--- src/rtl/riscv_mem_pkg.sv ---
// Encodings shared by the riscv_processor memory-port arbiter and its priority
// selector.
package riscv_mem_pkg;

    typedef enum logic {
        OWN_IF = 1'b0,
        OWN_LS = 1'b1
    } owner_e;

    typedef enum logic {
        ST_IDLE = 1'b0,
        ST_WAIT = 1'b1
    } state_e;

    localparam int DEFAULT_MEM_LATENCY  = 2;
    localparam int DEFAULT_STARVE_LIMIT = 3;

endpackage

--- src/rtl/mem_arb_prio.sv ---
// Winner select between fetch and load/store: LS wins unless IF is alone or
// the LS streak has reached its limit.
module mem_arb_prio
    import riscv_mem_pkg::*;
(
    input  logic   if_req_i,
    input  logic   ls_req_i,
    input  logic   streak_full_i,
    output logic   valid_o,
    output owner_e winner_o
);

    always_comb begin
        valid_o  = if_req_i | ls_req_i;
        winner_o = OWN_LS;
        if (if_req_i && (!ls_req_i || streak_full_i)) begin
            winner_o = OWN_IF;
        end
    end

endmodule

--- src/rtl/mem_port_arbiter.sv ---
// Shares the single-port memory between fetch and load/store, one outstanding
// access at a time against a fixed-latency memory.
module mem_port_arbiter
    import riscv_mem_pkg::*;
#(
    parameter int ADDR_W       = 32,
    parameter int DATA_W       = 32,
    parameter int MEM_LATENCY  = DEFAULT_MEM_LATENCY,
    parameter int STARVE_LIMIT = DEFAULT_STARVE_LIMIT
) (
    input  logic              clk_i,
    input  logic              reset,
    input  logic              if_req_i,
    input  logic [ADDR_W-1:0] if_addr_i,
    output logic              if_gnt_o,
    output logic              if_rvalid_o,
    output logic [DATA_W-1:0] if_rdata_o,
    input  logic              ls_req_i,
    input  logic              ls_we_i,
    input  logic [3:0]        ls_be_i,
    input  logic [ADDR_W-1:0] ls_addr_i,
    input  logic [DATA_W-1:0] ls_wdata_i,
    output logic              ls_gnt_o,
    output logic              ls_rvalid_o,
    output logic [DATA_W-1:0] ls_rdata_o,
    output logic              mem_req_o,
    output logic              mem_we_o,
    output logic [3:0]        mem_be_o,
    output logic [ADDR_W-1:0] mem_addr_o,
    output logic [DATA_W-1:0] mem_wdata_o,
    input  logic [DATA_W-1:0] mem_rdata_i
);

    localparam int CNT_W  = $clog2(MEM_LATENCY + 1);
    localparam int STRK_W = $clog2(STARVE_LIMIT + 1);

    state_e              state_q, state_d;
    owner_e              owner_q, owner_d;
    logic [CNT_W-1:0]    cnt_q, cnt_d;
    logic [STRK_W-1:0]   streak_q, streak_d;
    logic                we_q, we_d;

    logic   grant_valid;
    owner_e winner;
    logic   streak_full;

    assign streak_full = (streak_q == STRK_W'(STARVE_LIMIT));

    mem_arb_prio u_prio (
        .if_req_i      (if_req_i),
        .ls_req_i      (ls_req_i),
        .streak_full_i (streak_full),
        .valid_o       (grant_valid),
        .winner_o      (winner)
    );

    always_ff @(posedge clk_i) begin
        if (reset) begin
            state_q  <= ST_IDLE;
            owner_q  <= OWN_IF;
            cnt_q    <= '0;
            streak_q <= '0;
            we_q     <= 1'b0;
        end else begin
            state_q  <= state_d;
            owner_q  <= owner_d;
            cnt_q    <= cnt_d;
            streak_q <= streak_d;
            we_q     <= we_d;
        end
    end

    // Every output is forced low while reset is asserted, so an access cut
    // short by reset never produces a response.
    always_comb begin
        state_d     = state_q;
        owner_d     = owner_q;
        cnt_d       = cnt_q;
        streak_d    = streak_q;
        we_d        = we_q;
        if_gnt_o    = 1'b0;
        ls_gnt_o    = 1'b0;
        if_rvalid_o = 1'b0;
        ls_rvalid_o = 1'b0;
        if_rdata_o  = '0;
        ls_rdata_o  = '0;
        mem_req_o   = 1'b0;
        mem_we_o    = 1'b0;
        mem_be_o    = 4'h0;
        mem_addr_o  = '0;
        mem_wdata_o = '0;

        if (!reset) begin
            case (state_q)
                ST_IDLE: begin
                    if (grant_valid) begin
                        mem_req_o = 1'b1;
                        owner_d   = winner;
                        cnt_d     = CNT_W'(MEM_LATENCY);
                        state_d   = ST_WAIT;
                        if (winner == OWN_LS) begin
                            ls_gnt_o    = 1'b1;
                            mem_we_o    = ls_we_i;
                            mem_be_o    = ls_be_i;
                            mem_addr_o  = ls_addr_i;
                            mem_wdata_o = ls_wdata_i;
                            we_d        = ls_we_i;
                            if (!if_req_i) begin
                                streak_d = '0;
                            end else if (!streak_full) begin
                                streak_d = streak_q + STRK_W'(1);
                            end
                        end else begin
                            if_gnt_o   = 1'b1;
                            mem_be_o   = 4'hF;
                            mem_addr_o = if_addr_i;
                            we_d       = 1'b0;
                            streak_d   = '0;
                        end
                    end
                end
                ST_WAIT: begin
                    cnt_d = cnt_q - CNT_W'(1);
                    if (cnt_q == CNT_W'(1)) begin
                        state_d = ST_IDLE;
                        if (owner_q == OWN_LS) begin
                            ls_rvalid_o = 1'b1;
                            ls_rdata_o  = we_q ? '0 : mem_rdata_i;
                        end else begin
                            if_rvalid_o = 1'b1;
                            if_rdata_o  = mem_rdata_i;
                        end
                    end
                end
                default: state_d = ST_IDLE;
            endcase
        end
    end

endmodule
--- config.mk ---
export PLATFORM = sky130hd
export DESIGN_NAME = mem_port_arbiter
export DESIGN_NICKNAME = d
export VERILOG_FILES = /design/src/rtl/riscv_mem_pkg.sv /design/src/rtl/mem_arb_prio.sv /design/src/rtl/mem_port_arbiter.sv
export SDC_FILE = /design/constraint.sdc
export NUM_CORES = 1
export LEC_CHECK = 0
export BUFFER_PORTS_ARGS = -buffer_cell sky130_fd_sc_hd__buf_2
export CAP_MARGIN = 20
export CORE_AREA = 2 2 107 109
export CTS_CLUSTER_SIZE = 28
export DETAILED_ROUTE_END_ITERATION = 8
export DIE_AREA = 0 0 109 111
export GPL_TIMING_DRIVEN = 1
export PLACE_DENSITY = 0.62
export SYNTH_ARGS = -nofsm -noshare
export SYNTH_HDL_FRONTEND = slang
export SYNTH_HIERARCHICAL = 1
export SYNTH_SLANG_ARGS = --single-unit
--- constraint.sdc ---
create_clock -name clk_i -period 1.75 [get_ports clk_i]
set_input_delay 0.35 -clock clk_i [delete_from_list [all_inputs] [get_ports clk_i]]
set_output_delay 0.35 -clock clk_i [all_outputs]
set_load 0.02 [all_outputs]
==> results.yml <==
timing:
  setup_viol: 136
  rsz0062_at_grt: "yes"
  relSlewSlack_pct: 83.1
  whs_ns: 0.411
  finClkSkew_ns: 0.00141
  tightest_slew_ns: 0.253
  period_minus_slack_ns: 2.08
  slew_violations: 0
  setup_slack_ns: -0.328
  fmax_ghz: 0.481
  hold_violations: 0
  fin_crit_sh_pct: 119
critical_path:
  crit_path_start_kind: "flip-flop"
  cp_data_arrival_time_ns: 1.73
  required_ns: 1.40
  rrSetupSlack_ns: 0.02
  cp_slowest_cell: "dfxtp_2"
  crit_type: "reg -> out"
  max_stage_delay_ns: 0.33
  end_kind: "output port"
  reg2regPathDepth: 8
  crit_chain: "ha_4, o21ai_4, buf_6, buf_8, buf_16, mux2i_1, nor2_1, buf_4"
  path_max_fanout: 8
synth:
  seq_area_frac_synth_pct: 8.86
  syn_inst: 233
  ys_seq_elements: 7
  synth.avg_cell_area_sq_um: 6.79
  syn_nets: 372
  ys_warn_count: 6
  syn_area_sq_um: 1580
  yosysUniqueCellTypes: 28
final_layout:
  final_common_cell: "buf_2"
  area_delta_synth_final_pct: 205
  final_cell_mix: "buf_2 (152), buf_6 (110), and2_4 (54)"
  diodes: 0
  final_nets: 676
  drive_gt1_share_pct: 80.6
  final_cell_area_sq_um: 4820
  fillers: 1089
power_and_ir_drop:
  power.leakage_nw: 2.58
  power_mw: 1.49
  ir_drop_uv: 290
  p_per_area_nw_per_um2: 308
floorplan:
  core_sq_um: 11100
  die_height_microns: 111
  rows: 39
  dieArea_sq_um: 12100
  ioPinCount: 275
  start_util_pct: 14.3
  dieWidth_microns: 109
cts:
  clock_path_buffers: 2
  cts_hold_buf: 0
  clkTransAtPathRegs_ns: 0.04
  cts_tree: "done"
  htreeDepth: 1
  clk_latency_ns: 0.23
  cts_made_buffers: 3
  clkSinkCount: 7
  root_buffer: "clkbuf_16"
grt:
  grt_pass1_wl_mm: 12.5
  antenna_found_initial: 0
  overflow: 0
  grt_max_degree: 34
  grt_pass1_vias: 2509
  grt_usage_pct: 13.3
flow_run:
  drv_cap: 0
placement:
  dpl-instance-area_sq_um: 3290
  place.gp.congestion: 0.831
  port_buffers: 274
  hpwlAfterDp_mm: 6.15
status:
  violations: "negative setup slack"
  status: "finished with violations"
route:
  vias: 2788
  dr.pass1.iters: 4
  drc_errors: 0
  via_per_inst: 4.11
  wl_per_cell_microns: 14.3
  final_antenna_net_count: 0
  wl_mm: 9.70
  drt_iter0_markers: 51
hold_path:
  hold_depth: 3
  hold_path_class: "in -> reg"
[report_power, final]
group	leakage (nW)	internal (mW)	switching (mW)	total, mW
clock	0.0382	0.303	0.0832	0.386
combinational	2.48	0.500	0.413	0.913
sequential	0.0592	0.173	0.0127	0.186
[state kept, by name (all words and copies together), names as in the netlist]
name and cells:
streak_q 2, we_q 1, state_q 1, owner_q 1, cnt_q 2
[cell usage after synthesis, drive strengths merged]
| library cell | count | area [sq um] |
|---|---|---|
| and2 | 97 | 607 |
| nor2 | 35 | 131 |
| mux2i | 33 | 330 |
| buf | 11 | 62.6 |
| a21oi | 8 | 40.0 |
| clkbuf | 8 | 36.3 |
| inv | 8 | 30.0 |
| dfxtp | 7 | 140 |
| nand2 | 5 | 21.3 |
| nor3 | 3 | 20.0 |
| o21ai | 3 | 15.0 |
| ha | 2 | 25.0 |
| nand2b | 2 | 20.0 |
| nor2b | 2 | 12.5 |
| nor3b | 2 | 26.3 |
| or4 | 2 | 15.0 |
| a211oi | 1 | 7.51 |
| and3 | 1 | 6.26 |
| nand3 | 1 | 5.00 |
| nor4b | 1 | 23.8 |
| or2 | 1 | 6.26 |
[repair_timing]
item,CTS,global route
gates cloned,9,3
buffers inserted,16,5
endpoints found under the setup margin,137,139
resized for setup,204,141
pin swaps,24,49
[routing by layer]
| layer | wire length [microns] | global-route usage [%] | up-vias |
|---|---|---|---|
| met2 | 5530 | 28.4 | 173 |
| met1 | 3180 | 12.6 | 1260 |
| li1 | - | - | 1349 |
| met5 | 0 | 0 | - |
| met3 | 913 | 2.41 | 6 |
| met4 | 76 | 2.14 | 0 |
[per-stage QoR]
stage / worst slack [ns] / util, % / setup TNS [ns] / cells
3_5_place_dp: -0.251 / 29.7 / -4.02 / 647
4_1_cts: -0.325 / 39.5 / -29.26 / 676
5_1_grt: -0.402 / 43.6 / -35.21 / 679
2_1_floorplan: -0.0426 / - / -0.615 / 233
3_3_place_gp: -0.272 / 29.7 / -3.90 / 647
6_report: -0.328 / 43.6 / -26.63 / 679
[final cells by class]
type	instances	area [sq um]	share of cell area (%)
clock buffers	4	78.8	1.63
inverters	8	30.0	0.622
multi-input cells	199	1700	35.3
flip-flops and latches	7	145	3.01
well taps	143	179	3.71
repair buffers	318	2690	55.8
[worst max-delay path, delay by kind of cell (launching register included)]
family                   cells  cell delay, ns
AO/OA/AOI/OAI                1            0.14
AND/OR/NAND/NOR              1            0.08
adder cells (fa/ha/maj)      1            0.16
buffers and inverters        4            0.59
multiplexers                 1            0.21
flip-flops                   1            0.33
[final timing paths]
kind / start / endpoint
max: streak_q[0] / mem_addr_o[17]
min: ls_we_i / we_q
max reg2reg: streak_q[0] / streak_q[1]
min reg2reg: we_q / we_q
[cells by family after synthesis]
logic type | share of synthesized area, %
multiplexers | 20.9
AO/OA/AOI/OAI | 3.96
flip-flops | 8.86
buffers and inverters | 8.15
AND/OR/NAND/NOR | 56.6
adder cells (fa/ha/maj) | 1.58
Power figures use the tool's default switching activity.
